File: src/rtl/regfile_seq_ctrl.sv
// Three-state sequencer that owns the 4 x DATA_W register file: accept, read, write back.
// One instruction per three cycles; all outputs are registered.
module regfile_seq_ctrl #(
    parameter int DATA_W = 8,
    parameter int ADDR_W = 2
) (
    input  logic              clk,
    input  logic              reset,
    input  logic [7:0]        instr,
    input  logic [DATA_W-1:0] imm,
    input  logic              instr_valid,
    output logic              instr_ready,
    output logic [ADDR_W-1:0] raddr0,
    output logic [ADDR_W-1:0] raddr1,
    input  logic [DATA_W-1:0] rdata0,
    input  logic [DATA_W-1:0] rdata1,
    output logic [ADDR_W-1:0] waddr,
    output logic [DATA_W-1:0] wdata,
    output logic              wren,
    output logic              busy,
    output logic              done,
    output logic              carry,
    output logic              zero
);

    typedef enum logic [1:0] {
        S_IDLE  = 2'd0,
        S_READ  = 2'd1,
        S_WRITE = 2'd2
    } state_t;

    localparam logic [1:0] OP_ADD = 2'b00;
    localparam logic [1:0] OP_SUB = 2'b01;
    localparam logic [1:0] OP_MOV = 2'b10;
    localparam logic [1:0] OP_LDI = 2'b11;

    state_t              state_q;
    logic [1:0]          op_q;
    logic [ADDR_W-1:0]   rd_q;
    logic [DATA_W-1:0]   imm_q;
    logic [ADDR_W-1:0]   raddr0_q;
    logic [ADDR_W-1:0]   raddr1_q;
    logic [ADDR_W-1:0]   waddr_q;
    logic [DATA_W-1:0]   wdata_q;
    logic                wren_q;
    logic                done_q;
    logic                ready_q;
    logic                busy_q;
    logic                carry_q;
    logic                zero_q;
    // Flags computed in READ are held here and published as write-back ends.
    logic                carry_nxt_q;
    logic                zero_nxt_q;

    logic [DATA_W:0]     sum_s;
    logic [DATA_W:0]     diff_s;
    logic [DATA_W-1:0]   result_d;
    logic                carry_d;
    logic                zero_d;

    // ALU: result and carry/borrow from the combinational register-file read data.
    always_comb begin
        sum_s    = {1'b0, rdata0} + {1'b0, rdata1};
        diff_s   = {1'b0, rdata0} - {1'b0, rdata1};
        result_d = {DATA_W{1'b0}};
        carry_d  = carry_q;
        case (op_q)
            OP_ADD: begin
                result_d = sum_s[DATA_W-1:0];
                carry_d  = sum_s[DATA_W];
            end
            OP_SUB: begin
                result_d = diff_s[DATA_W-1:0];
                carry_d  = diff_s[DATA_W];
            end
            OP_MOV: begin
                result_d = rdata0;
                carry_d  = carry_q;
            end
            OP_LDI: begin
                result_d = imm_q;
                carry_d  = carry_q;
            end
            default: begin
                result_d = {DATA_W{1'b0}};
                carry_d  = carry_q;
            end
        endcase
        zero_d = (result_d == {DATA_W{1'b0}});
    end

    // Sequencer FSM with registered outputs; reset aborts any instruction in flight.
    always_ff @(posedge clk) begin
        if (reset) begin
            state_q     <= S_IDLE;
            op_q        <= 2'b00;
            rd_q        <= {ADDR_W{1'b0}};
            imm_q       <= {DATA_W{1'b0}};
            raddr0_q    <= {ADDR_W{1'b0}};
            raddr1_q    <= {ADDR_W{1'b0}};
            waddr_q     <= {ADDR_W{1'b0}};
            wdata_q     <= {DATA_W{1'b0}};
            wren_q      <= 1'b0;
            done_q      <= 1'b0;
            ready_q     <= 1'b1;
            busy_q      <= 1'b0;
            carry_q     <= 1'b0;
            zero_q      <= 1'b0;
            carry_nxt_q <= 1'b0;
            zero_nxt_q  <= 1'b0;
        end else begin
            case (state_q)
                S_IDLE: begin
                    wren_q <= 1'b0;
                    done_q <= 1'b0;
                    if (instr_valid && ready_q) begin
                        op_q     <= instr[7:6];
                        rd_q     <= instr[5:4];
                        raddr0_q <= instr[3:2];
                        raddr1_q <= instr[1:0];
                        imm_q    <= imm;
                        ready_q  <= 1'b0;
                        busy_q   <= 1'b1;
                        state_q  <= S_READ;
                    end else begin
                        ready_q  <= 1'b1;
                        busy_q   <= 1'b0;
                    end
                end
                S_READ: begin
                    waddr_q     <= rd_q;
                    wdata_q     <= result_d;
                    wren_q      <= 1'b1;
                    done_q      <= 1'b1;
                    carry_nxt_q <= carry_d;
                    zero_nxt_q  <= zero_d;
                    state_q     <= S_WRITE;
                end
                S_WRITE: begin
                    wren_q  <= 1'b0;
                    done_q  <= 1'b0;
                    carry_q <= carry_nxt_q;
                    zero_q  <= zero_nxt_q;
                    ready_q <= 1'b1;
                    busy_q  <= 1'b0;
                    state_q <= S_IDLE;
                end
                default: begin
                    wren_q  <= 1'b0;
                    done_q  <= 1'b0;
                    ready_q <= 1'b1;
                    busy_q  <= 1'b0;
                    state_q <= S_IDLE;
                end
            endcase
        end
    end

    assign instr_ready = ready_q;
    assign raddr0      = raddr0_q;
    assign raddr1      = raddr1_q;
    assign waddr       = waddr_q;
    assign wdata       = wdata_q;
    assign wren        = wren_q;
    assign busy        = busy_q;
    assign done        = done_q;
    assign carry       = carry_q;
    assign zero        = zero_q;

endmodule

File: config.mk
export PLATFORM = sky130hd
export DESIGN_NAME = regfile_seq_ctrl
export DESIGN_NICKNAME = d
export VERILOG_FILES = /design/src/rtl/regfile_seq_ctrl.sv
export SDC_FILE = /design/constraint.sdc
export NUM_CORES = 1
export LEC_CHECK = 0
export BUFFER_PORTS_ARGS = -buffer_cell sky130_fd_sc_hd__buf_2
export CAP_MARGIN = 25
export CORE_UTILIZATION = 35
export CTS_CLUSTER_DIAMETER = 120
export DETAILED_ROUTE_END_ITERATION = 10
export PLACE_DENSITY = 0.56
export SETUP_SLACK_MARGIN = 0.2
export SLEW_MARGIN = 15
export SYNTH_ARGS = -nofsm -noshare
export SYNTH_HDL_FRONTEND = slang
export SYNTH_SLANG_ARGS = --single-unit
File: constraint.sdc
create_clock -name clk -period 5.8 [get_ports clk]
set_input_delay 0.87 -clock clk [delete_from_list [all_inputs] [get_ports clk]]
set_output_delay 0.87 -clock clk [all_outputs]
set_load 0.005 [all_outputs]
== Word-level counts from Yosys, hierarchy flattened ==
Index checks and enable logic that the tools add are counted.

* Input port bits: 35
* Output and inout bits: 20
* Bits in registers: 35

* $add $sub $neg: 2
* Multiplexer cells: 9
* Equality and inequality tests: 6
* Reductions and logical operators: 6

{| class="wikitable"
|+ Operators by type and width
! cell !! number
|-
| $pmux 8 s4 || 1
|-
| $add 8x8->9 || 1
|-
| $sub 8x8->9 || 1
|-
| $logic_not 8->1 || 1
|-
| $eq 2x2->1 const B || 3
|-
| $eq 2x1->1 const B || 2
|-
| $logic_not 2->1 || 2
|-
| $pmux 1 s2 || 2
|-
| $pmux 2 s2 || 1
|-
| $mux 1 || 3
|-
| $pmux 1 s3 || 1
|-
| $mux 2 || 1
|-
| $ne 2x2->1 const B || 1
|-
| $reduce_and 2->1 || 1
|-
| $reduce_or 2->1 || 1
|-
| $logic_and 1x1->1 || 1
|}

== Logic depth before layout (Yosys ltp) ==
* Depth in word-level cells: 3
* Gate-level depth with buffers: 10
* Depth with buffers taken out: 10

== Least setup slack after synthesis ==
No wires, ideal clock.

* Path kind: input port to flip-flop
* From: input port rdata0[0]
* To: register zero_nxt_q
* Setup slack: 3011 ps
* Data required time: 5741 ps
* Path buffers: 0
* Stages: 9
* Arrival time: 2730 ps
* Library setup time: 59 ps
* Path through: inv_1 > ha_1 > fa_1 > inv_2 > mux4_2 > nor2_1 > nand3_1 > a2111oi_2 > a31o_1

* Longest elaborated chain between the ends: 3
* Elaborated cells on any way between the ends: 4
* Classes of those cells: add/sub (2); mux (1); reduce/logical (1)

{| class="wikitable"
|+ RTL lines
! what !! line !! source
|-
| from (decl) || 15 || <nowiki>input logic [DATA_W-1:0] rdata0,</nowiki>
|-
| $sub 8x8->9 or $add 8x8->9 (tied branches) || 64, 63 ||
|-
| $pmux 8 s4 (*) || 67 || <nowiki>case (op_q)</nowiki>
|-
| $logic_not 8->1 (*) || 89 || <nowiki>zero_d = (result_d == {DATA_W{1'b0}});</nowiki>
|-
| to (signal assigned) || 136 || <nowiki>zero_nxt_q <= zero_d;</nowiki>
|-
| to (decl) || 53 || <nowiki>logic zero_nxt_q;</nowiki>
|}

Mark *: on every way between the ends. The rest lies on a longest branch, timed or not.
A chain may end at the register's enable or synchronous reset.

== Final worst setup path ==
Same ends and word-level chain as after synthesis.

==> results.cfg <==
[synthesis]
synth.cell_area_sq_um = 2155
yosysTopAreaCellShare_pct = 32.52
synth_edf_count = 0
synth_fp_nets = 326
ys_seq_area_share_pct = 32.52
avgSynthCellArea_sq_um = 7.892
synth_area_leader_cell = dfxtp_1
synthArstFlopShare_pct = 0
ys_warn_count = 0
ys_types = 54
synthCells = 273
yosys-top-cells-area = dfxtp_1 (33%), ha_1 (9.3%), nand2_1 (8.9%)
ys.flop_type = dfxtp_1
synthTopCellsByCount = nand2_1 (51), a21oi_1 (36), dfxtp_1 (35), nor2_1 (21), ha_1 (16)
ys_ff_latch = 35
synth_most_common_cell = nand2_1

[routing]
drt_wl_total_um = 5333
drt_first_pass_iters = 4
drtAntennaViolNets = 0
viasPerCell = 5.117
drt_iter0_drc = 118
route.vias.total = 2011
drc_errors = 0
wire_per_inst_um = 13.57

[place]
dp_slack_ns = 2.788
numPlacedInstances = 385
place.gp.congestion = 0.8344
postPlaceCellArea_sq_um = 2449
numPortBuffers = 54
dp_hpwl_um = 3918

[global_route]
gr-usage-met1_pct = 23.43
use_met2_pct = 27.88
grt_pass1_wl_um = 8680
grt.met3_usage_pct = 3.977
track_usage_pct = 17.48
first_global_vias = 1836
top_usage_layer = met2
grt_remaining_overflow = 0
antenna_found_initial = 0
grt_max_degree = 36

[timing]
finalSetupTns_ns = 0
period_share_pct = 47.15
period_needed_ns = 2.735
fin_worst_skew_ns = 0.009094
slew_viol_final = 0
setup_ws_ns = 3.065
max_freq_mhz = 365.6
tightest_slew_ns = 0.9213
max_slew_margin_pct = 38.45
whs_ns = 0.4523
setup_violations = 0
rsz0062_at_grt = no
hold_viol = 0

[floorplanning]
ios = 55
start_util_pct = 36.39
rows = 28
dieHeight_um = 80.46
coreArea_sq_um = 5921
die_area_sq_um = 6474
die_x_um = 80.46

[layout]
instances_no_fill = 393
design_area_sq_um = 2561
fillerInstances = 640
syn_to_final_growth_pct = 18.87
fin_nets = 370
diodes = 0
final_layout_size_suffix_gt1_share_pct = 23.58

[clock_network]
clock_latency_ns = 0.29
cts-root-buf = clkbuf_8
post-cts-setup-buffer-count = 0
clkSinkCount = 35
tritoncts = done
htreeDepth = 2
ctsResizeCount = 0
numCtsBuffers = 5
clkTransAtPathRegs_ns = 0.07
ctsHoldBuffers = 0
clockBufferDepth = 2

[setup_path]
crit_chain = buf_2, inv_1, ha_1, fa_1, inv_2, mux4_2, nor2_1, nand3_1, a2111oi_2, a31o_1
r2r_cells = 6
cp_top_family = adder cells
worstPathArrival_ns = 2.96
path_buf_inv = 3
worst-setup-path-type = input port to register
cp.depth = 10
crit_slowest_cell = fa_1
startpoint_type = input port
crit_path_max_incr_delay_ns = 0.50
end_kind = register
crit_required_ns = 6.03
cp_max_fo = 2

[min_path]
min_path_type = register to register
min_path_cells = 2

[job]
maxCapViolations = 0

[status]
status = finished clean

[pwr]
p_leak_nw = 1.151
power.density_nw_per_um2 = 250.2
peakVddDrop_mv = 0.1376
## worst register-to-register path, stage by stage, from the launching register on
cell and delay, ns:
dfxtp_1 0.84, inv_6 0.12, mux4_2 0.49, nor2_1 0.10, nand3_1 0.09, a2111oi_2 0.35, a31o_1 0.20
## registers in the layout (all words and copies together) (netlist names), 2 cells and up
register	count
imm_q	8
op_q	2
raddr0	2
raddr1	2
rd_q	2
state_q	2
waddr	2
wdata	8
## final timing paths
check	slack (ns)	to	startpoint
worst min register to register	0.45	raddr1[1]	raddr1[1]
worst max register to register	3.55	zero_nxt_q	op_q[1]
worst max-delay path	3.07	zero_nxt_q	rdata0[0]
worst min-delay path	0.45	raddr1[1]	raddr1[1]
## layout make-up
type / count / area [sq um] / area share, %
multi-input cells: 203 / 1308 / 51.05
flip-flops and latches: 35 / 700.7 / 27.36
repair buffers: 55 / 277.8 / 10.85
well taps: 75 / 93.84 / 3.664
clock buffers: 5 / 68.82 / 2.687
inverters: 17 / 68.82 / 2.687
clock inverters: 3 / 43.79 / 1.710
## per-layer routing
| layer | routed length, um | up-vias |
|---|---|---|
| li1 | - | 1016 |
| met1 | 2580 | 951 |
| met2 | 2485 | 39 |
| met3 | 206 | 5 |
| met4 | 61 | 0 |
| met5 | 0 | - |
## cell families after synthesis
family | share of synthesized area, %
compound gates | 21.72
fa+ha+maj | 11.15
flops | 32.52
xor+xnor | 2.439
buf+inv | 7.085
mux | 3.891
simple gates | 21.20
## stage by stage
stage | util, % | power, W
finish | 43.26 | 0.0006408
global route | 43.26 | 0.0006800
detailed placement | 41.36 | 0.0004282
global placement | 41.36 | 0.0004277
CTS | 43.26 | 0.0006468
floorplan | - | 0.0003804
## cell usage in the layout (no fill, tap or decap), types with 2 or more instances in the layout
cell       n
fa_1       2
nor2b_1    3
nand2_1   51
xnor2_1    5
nor3_1     6
o21ai_1    5
nor2_1    21
a21o_1     2
clkbuf_8   5
inv_2      2
buf_2     54
or2_0      2
a211oi_1   4
o211a_1    2
ha_1      16
mux2i_1    5
nand3_1    6
nand2b_1   7
o211ai_1   2
inv_1     14
dfxtp_1   35
a21oi_1   36
## where the power goes
| part | switching [W] | leakage, nW | internal [W] | total, W |
|---|---|---|---|---|
| combinational | 0.0000868 | 0.807 | 0.0000662 | 0.000153 |
| clock | 0.0000900 | 0.0581 | 0.000128 | 0.000218 |
| sequential | 0.0000144 | 0.286 | 0.000255 | 0.000270 |
Note: power is estimated with default switching activity, not from simulation.
